## src/rtl/phase_measure.sv

```systemverilog
// phase_measure: measures the delay of sig_in relative to ref_in in clk cycles, with lock and loss-of-reference flags
module phase_measure #(
  parameter int HALF_PERIOD = 626,
  parameter int LOCK_COUNT  = 4,
  parameter int NOREF_LIMIT = 4095
) (
  input  logic               clk,
  input  logic               rst,
  input  logic               ref_in,
  input  logic               sig_in,
  output logic signed [10:0] delay_out,
  output logic               valid,
  output logic               miss,
  output logic               no_ref,
  output logic               locked
);
  localparam int LW = $clog2(LOCK_COUNT + 1);
  typedef enum logic {IDLE, MEASURE} state_t;
  state_t             r_state;
  logic [1:0]         r_ref_s, r_sig_s;
  logic               r_ref_d, r_sig_d, r_valid, r_miss;
  logic [11:0]        r_cnt, r_nrc;
  logic [LW-1:0]      r_lc;
  logic signed [10:0] r_delay, r_prev;
  logic               w_ref_rise, w_sig_rise, w_meas, w_done, w_close;
  logic [11:0]        w_raw;
  logic [10:0]        w_wrap;
  logic signed [10:0] w_delay;
  logic signed [12:0] w_step;
  assign delay_out = r_delay;
  assign valid     = r_valid;
  assign miss      = r_miss;
  assign no_ref    = r_nrc == 12'(NOREF_LIMIT);
  assign locked    = r_lc == LW'(LOCK_COUNT);
  always_comb begin
    w_ref_rise = r_ref_s[1] & ~r_ref_d;
    w_sig_rise = r_sig_s[1] & ~r_sig_d;
    w_meas     = r_state == MEASURE;
    w_done     = w_sig_rise & (w_meas | w_ref_rise);
    w_raw      = !w_meas ? 12'd0 : (&r_cnt) ? r_cnt : r_cnt + 12'd1;
    w_wrap     = w_raw[10:0] - 11'(2 * HALF_PERIOD);
    w_delay    = (w_raw <= 12'(HALF_PERIOD)) ? w_raw[10:0] : w_wrap;
    w_step     = {{2{r_delay[10]}}, r_delay} - {{2{r_prev[10]}}, r_prev};
    w_close    = w_step >= -13'sd1 && w_step <= 13'sd1;
  end
  // r_cnt holds raw-1 so the sig_rise cycle reads raw as r_cnt+1; lock is judged the cycle after valid
  always_ff @(posedge clk) begin
    if (rst) begin
      r_state <= IDLE;
      r_ref_s <= '0;
      r_sig_s <= '0;
      r_ref_d <= 1'b0;
      r_sig_d <= 1'b0;
      r_cnt   <= '0;
      r_nrc   <= '0;
      r_lc    <= '0;
      r_delay <= '0;
      r_prev  <= '0;
      r_valid <= 1'b0;
      r_miss  <= 1'b0;
    end else begin
      r_ref_s <= {r_ref_s[0], ref_in};
      r_sig_s <= {r_sig_s[0], sig_in};
      r_ref_d <= r_ref_s[1];
      r_sig_d <= r_sig_s[1];
      r_state <= w_ref_rise ? ((w_meas || !w_sig_rise) ? MEASURE : IDLE) : (w_sig_rise || no_ref) ? IDLE : r_state;
      r_cnt   <= w_ref_rise ? 12'd0 : w_raw;
      r_nrc   <= w_ref_rise ? 12'd0 : no_ref ? r_nrc : r_nrc + 12'd1;
      r_valid <= w_done;
      r_miss  <= w_meas & w_ref_rise & ~w_sig_rise;
      if (w_done) begin
        r_prev  <= r_delay;
        r_delay <= w_delay;
      end
      if (r_miss || no_ref) r_lc <= '0;
      else if (r_valid) r_lc <= !w_close ? LW'(1) : locked ? r_lc : r_lc + LW'(1);
    end
  end
endmodule
```

## config.mk

```make
export PLATFORM = sky130hd
export DESIGN_NAME = phase_measure
export DESIGN_NICKNAME = d
export VERILOG_FILES = /design/src/rtl/phase_measure.sv
export SDC_FILE = /design/constraint.sdc
export NUM_CORES = 1
export LEC_CHECK = 0
export ABC_AREA = 1
export CORE_MARGIN = 4
export CORE_UTILIZATION = 30
export CTS_CLUSTER_DIAMETER = 40
export DETAILED_ROUTE_END_ITERATION = 6
export PLACE_DENSITY = 0.43
export RECOVER_POWER = 25
export SETUP_SLACK_MARGIN = 0.02
export SYNTH_ARGS = -nofsm -noshare
export SYNTH_HDL_FRONTEND = slang
export SYNTH_SLANG_ARGS = --single-unit
```

## constraint.sdc

```tcl
create_clock -name clk -period 2.65 [get_ports clk]
set_input_delay 0.265 -clock clk [delete_from_list [all_inputs] [get_ports clk]]
set_output_delay 0.265 -clock clk [all_outputs]
set_load 0.05 [all_outputs]
```

After elaboration in Yosys (flattened, before gate mapping)
Index checks and enable logic that the tools add are counted.
Storage, ports and cells
  flip-flop bits (word level): 58
  input bits: 4
  output and inout bits: 15
Operators by class
  $add $sub $neg: 5
  magnitude comparators: 3
  eq/ne operators: 3
  multiplexer cells: 8
  bitwise logic cells: 9
  reduce and logical (&&, ||, !) cells: 10
Operators by type and width (number)
  $add A12 B1 Y12 const B: 2
  $mux W12: 2
  $eq A12 B12 Y1 const B: 1
  $ge A12 B1 Y1 const B: 1
  $le A12 B10 Y1 const B: 1
  $le A12 B2 Y1 const B: 1
  $reduce_and A12 Y1: 1
  $sub A11 B11 Y12: 1
  $mux W11: 1
  $sub A11 B11 Y11 const B: 1
  $mux W3: 2
  $and A1 B1 Y1: 5
  $reduce_or A2 Y1: 2
  $add A3 B1 Y3 const B: 1
  $eq A3 B3 Y1 const B: 1
  $logic_or A1 B1 Y1: 3
  $mux W1: 3
  $not A1 Y1: 3
  $ne A2 B2 Y1 const B: 1
  $reduce_and A2 Y1: 1
  $reduce_bool A2 Y1: 1
  $logic_and A1 B1 Y1: 1
  $logic_not A1 Y1: 1
  $or A1 B1 Y1: 1

Logic depth before layout (Yosys ltp)
  depth after elaboration: 6
  gate-level depth with buffers: 18
  depth with buffers taken out: 18

Worst setup path after synthesis
OpenSTA, ideal clock, no wires.
  kind: register -> register
  from: register r_delay[0], in the netlist delay_out[0]
  to: register r_lc[0]
  data arrival time: 2.539 ns
  required time: 2.534 ns
  slack: -0.005 ns
  stages on the path, launching flop included: 15
  buffers on the path: 0
  period minus slack after synthesis: 2.655 ns
  cell sequence: dfxtp_1 > inv_1 > ha_1 > fa_1 > or2_2 > nor2_1 > nand3_1 > nor2_1 > nand3_1 > nor2_1 > nand4_1 > nand2_1 > nand2_1 > a21oi_1 > nor2_1
On the way
  word-level cells in the longest chain between the ends: 5
Ends and longest elaborated chain
  from (decl): RTL line 24  | logic signed [10:0] r_delay, r_prev;
  from (signal assigned): RTL line 73  | r_delay <= w_delay;
  $sub A11 B11 Y12 *: RTL line 43  | w_step = {{2{r_delay[10]}}, r_delay} - {{2{r_prev[10]}}, r_prev};
  $ge A12 B1 Y1 or $le A12 B2 Y1 (tied branches): RTL line 44  | w_close = w_step >= -13'sd1 && w_step <= 13'sd1;
  $logic_and A1 B1 Y1 *: RTL line 44
  $ne A2 B2 Y1 (no line)
  $reduce_and A2 Y1 (no line)
  to (signal assigned): RTL line 76  | else if (r_valid) r_lc <= !w_close ? LW'(1) : locked ? r_lc : r_lc + LW'(1);
  to (decl): RTL line 23  | logic [LW-1:0] r_lc;
Every way passes the cells marked *; elsewhere a longest branch is shown, timed or not.
A chain may end at the register's enable or synchronous reset.

Worst setup path after layout
  from: register r_delay[0], in the netlist delay_out[0]
  to: register r_lc[1]
The elaborated chain is that of the path after synthesis.

==> key figures <==
Timing
  – Fin. Hold Viols: 0
  – Slew HR: between 30% and 40%
  – Max frequency: between 400 and 500 MHz
  – Post-Route Skew: between 0.004 and 0.005 ns
  – Final Setup Violations: 0
  – Pins Over Slew Limit: 0
  – Worst-Margin Slew: between 0.9 and 1 ns
  – Setup TNS: 0 ns
  – RSZ-0062 raised after global routing: false
  – Clock period minus worst slack: about 2.5 ns
  – Final Cycle Share: 92.98%

Clock network
  – Root Buffer: clkbuf_16
  – Clock sink count: 58
  – CTS tree: built
  – CTS H-tree depth: 3
  – CTS max path bufs: 2
  – Clk slew on worst S/H paths: 0.06 ns
  – Inserted Clock Buffers: 9
  – Clk Latency, worst-skew pair: 0.33 ns
  – # hold bufs at CTS: 0

Pwr
  – Switch Pwr: roughly 0.63 mW
  – Logic pwr share: between 10% and 20%
  – Clock Power Share: between 50% and 60%
  – Highest ir drop seen on vdd: 0.2850 mV
  – Register share of total power: 35.6%
  – Power per standard cell area: 578.6 nW/um2
  – Int Power: 1.902 mW
  – Design Power: 2.529 mW
  – Sw Share: 24.79%
  – P_leak: between 2 and 2.5 nW

Cells and area
  – Layout area overhead: 20.32%
  – N_diodes: 0
  – NumNets Final: 612
  – Share of post-route cells with drive strength above 1: 11.09%
  – Final instance area: between 4000 and 5000 um2

Logic synthesis
  – Leading area contributor after synthesis: dfxtp_1
  – Main combinational cell family by area after synthesis: simple AND/OR/NAND/NOR gates
  – Syn Std Cell Area: 3632 um2
  – Mux contribution to synthesized area: 0%
  – Adder-Cell Fraction of Synth Area: around 6.4%
  – YS warnings: 0
  – Synth Net Count: 583
  – Area contributors post-synth: dfxtp_1 32%, nand2_1 14%, inv_1 8.4%, nand3_1 7.6%, nor2_1 7.1%
  – XOR/XNOR Fraction of Synth Area: 3.376%
  – Compound-Gate Fraction of Synth Area: 9.783%
  – Post-synthesis sequential area ratio: 31.97%
  – Syn_area_per_cell: 6.475 um2
  – Mapped Cells: 561
  – Yosys top cell area share: 31.97%
  – Synth Register Bits: 58
  – Synth unique cells: 34
  – Simple-gate share of the synthesized area: 37.93%

Min path
  – Hold Path Sink: r_ref_s[1]
  – Hold-critical path depth: 2
  – Hold path start: r_ref_s[0]
  – HP Class: flop to flop

Worst setup path
  – Worst flop-to-flop path startpoint: delay_out[0]
  – Element type at the critical path end: flop
  – CP Launch Point: delay_out[0]
  – R2R Path End: r_lc[1]
  – Setup crit start kind: flop
  – CP max FO: 4
  – Crit Path Class: flop to flop
  – Data arrival time of the worst path: around 2.7 ns
  – Cell count of the worst reg-to-reg path: 14
  – Setup slack, reg-to-reg: 0.19 ns
  – Req. time, crit path: 2.88 ns

Global routing
  – Grt ovf: 0
  – GRT Util Overall: 12.92%
  – Vias in the first global route: 3279
  – First-pass GRT wire length: between 10000 and 15000 um
  – Antenna violations before repair: 0
  – Largest net degree at the start of global routing: 24

Placement
  – Placed Instance Area: ~4000 um2
  – Gpl congestion: around 0.8
  – Post-DP HPWL: 6491 um
  – Buffers on Ports: 18

Detailed routing
  – Max layer used: met4
  – Drt pass-1 iters: 4
  – Initial drt markers: 151
  – Routed wire length: around 8400 um
  – Met1 wire length: 4194 um
  – Post-route ant nets: 0
  – Number of DRC violations after detailed routing: 0
  – Routed via count: 3350
  – Routed wire length per instance: 11.36 um
  – WL met3: 232 um
  – Via density: approximately 4.5
  – Metal2 WL: 3741 um

Die
  – Core area: 11610 um2
  – Die H: about 120 um
  – Initial core utilization: 31.28%
  – Chip Width: 118.0 um
  – Die area: 13930 um2
  – Row count: 39
  – I/O pin count: 19

Run
  – Max cap viols: 0

Outcome
  – Status: finished, final reports clean
placed cells by master (no fill, tap or decap), types with 2 or more instances in the layout:
master / Yosys / final
nand3_1: 55 / 55
inv_2: 4 / 5
nor2_2: 6 / 7
nor3_1: 6 / 6
xnor2_1: 5 / 5
o21bai_1: 2 / 2
ha_1: 17 / 17
inv_1: 81 / 80
buf_4: 0 / 7
nand2_2: 12 / 15
o21ai_2: 1 / 2
clkbuf_16: 0 / 9
o21ai_0: 27 / 26
a21oi_1: 33 / 32
clkinv_1: 2 / 2
clkinv_4: 0 / 3
xor2_1: 9 / 9
bufinv_16: 0 / 3
clkbuf_1: 7 / 4
nor2_4: 3 / 3
or2_2: 2 / 2
nor2_1: 69 / 68
nand3_2: 2 / 2
o21ai_1: 3 / 3
nand3b_1: 3 / 3
clkdlybuf4s50_1: 0 / 16
nand4_1: 12 / 12
dfxtp_1: 58 / 57
nand2_1: 131 / 128
flip-flops by register name (all words and copies together) (netlist names):
register and count:
delay_out 11, miss 1, r_cnt 12, r_lc 3, r_nrc 12, r_prev 11, r_ref_d 1, r_ref_s 2
r_sig_d 1, r_sig_s 2, r_state 1, valid 1
per-layer routing:
layer / global-route usage [%] / up-vias
li1: - / 1844
met1: 16.14 / 1458
met2: 21.13 / 34
met3: 2.931 / 14
met4: 5.934 / 0
met5: 0 / -
final cells by class:
type / instances / area [um2]
fillers: 1263 / 7243
multi-input cells: 405 / 2108
flip-flops and latches: 58 / 1162
inverters: 88 / 332.8
repair buffers: 28 / 237.7
clock buffers: 9 / 225.2
well taps: 143 / 178.9
clock inverters: 7 / 125.1
power groups by stage:
stage / registers [mW] / logic (mW) / clock network, mW
finish: 0.901 / 0.264 / 1.36
global route: 0.903 / 0.309 / 1.44
CTS: 0.901 / 0.267 / 1.39
detailed placement: 0.920 / 0.266 / 0
global placement: 0.920 / 0.262 / 0
floorplan: 0.928 / 0.189 / 0
what timing repair did:
action                                  CTS  global route
gates resized for setup                   0             9
hold endpoints to repair                  0             0
endpoints found under the setup margin    0             7
buffers inserted                          0             0
logic make-up after synthesis:
family / Yosys count
buffers and inverters: 98
AND/OR/NAND/NOR: 305
flip-flops: 58
XOR/XNOR: 14
AO/OA/AOI/OAI: 68
adder cells (fa/ha/maj): 18
cells in the mapped netlist (all sizes together):
library cell,number
a21boi,1
a21oi,33
a221oi,1
and2,1
buf,2
clkbuf,8
clkinv,2
dfxtp,58
fa,1
ha,17
inv,86
nand2,144
nand3,58
nand3b,3
nand4,12
nor2,78
nor3,7
o21ai,31
o21bai,2
or2,2
xnor2,5
xor2,9
critical path, stage by stage (launching register included):
cell and delay (ns):
dfxtp_2 0.32, inv_1 0.08, ha_1 0.21, fa_2 0.45, or2_2 0.28, nor2_1 0.11
nand3_1 0.10, nor2_2 0.10, nand3_1 0.12, nor2_1 0.10, nand4_1 0.12, nand2_2 0.12
nand2_2 0.08, a21oi_1 0.14, nor2_1 0.06
how the worst max path moves through the flow:
stage          slack (ns)      end  depth (start not counted)
3_3_place_gp         0.19  r_lc[0]                         14
4_1_cts              0.11  r_lc[1]                         14
2_1_floorplan        0.12  r_lc[0]                         13
5_1_grt              0.03  r_lc[1]                         14
6_report             0.19  r_lc[1]                         14
3_5_place_dp         0.11  r_lc[1]                         14
stage by stage:
stage | hold slack, ns | setup WS [ns] | util [%] | cells
finish | 0.4050 | 0.1860 | 37.63 | 738
global route | 0.4391 | 0.02902 | 37.63 | 738
CTS | 0.4087 | 0.1132 | 37.59 | 738
detailed placement | 0.3949 | 0.1133 | 34.57 | 722
global placement | 0.4013 | 0.1889 | 34.57 | 722
floorplan | 0.3720 | 0.1243 | - | 561
Note: power is estimated with default switching activity, not from simulation.
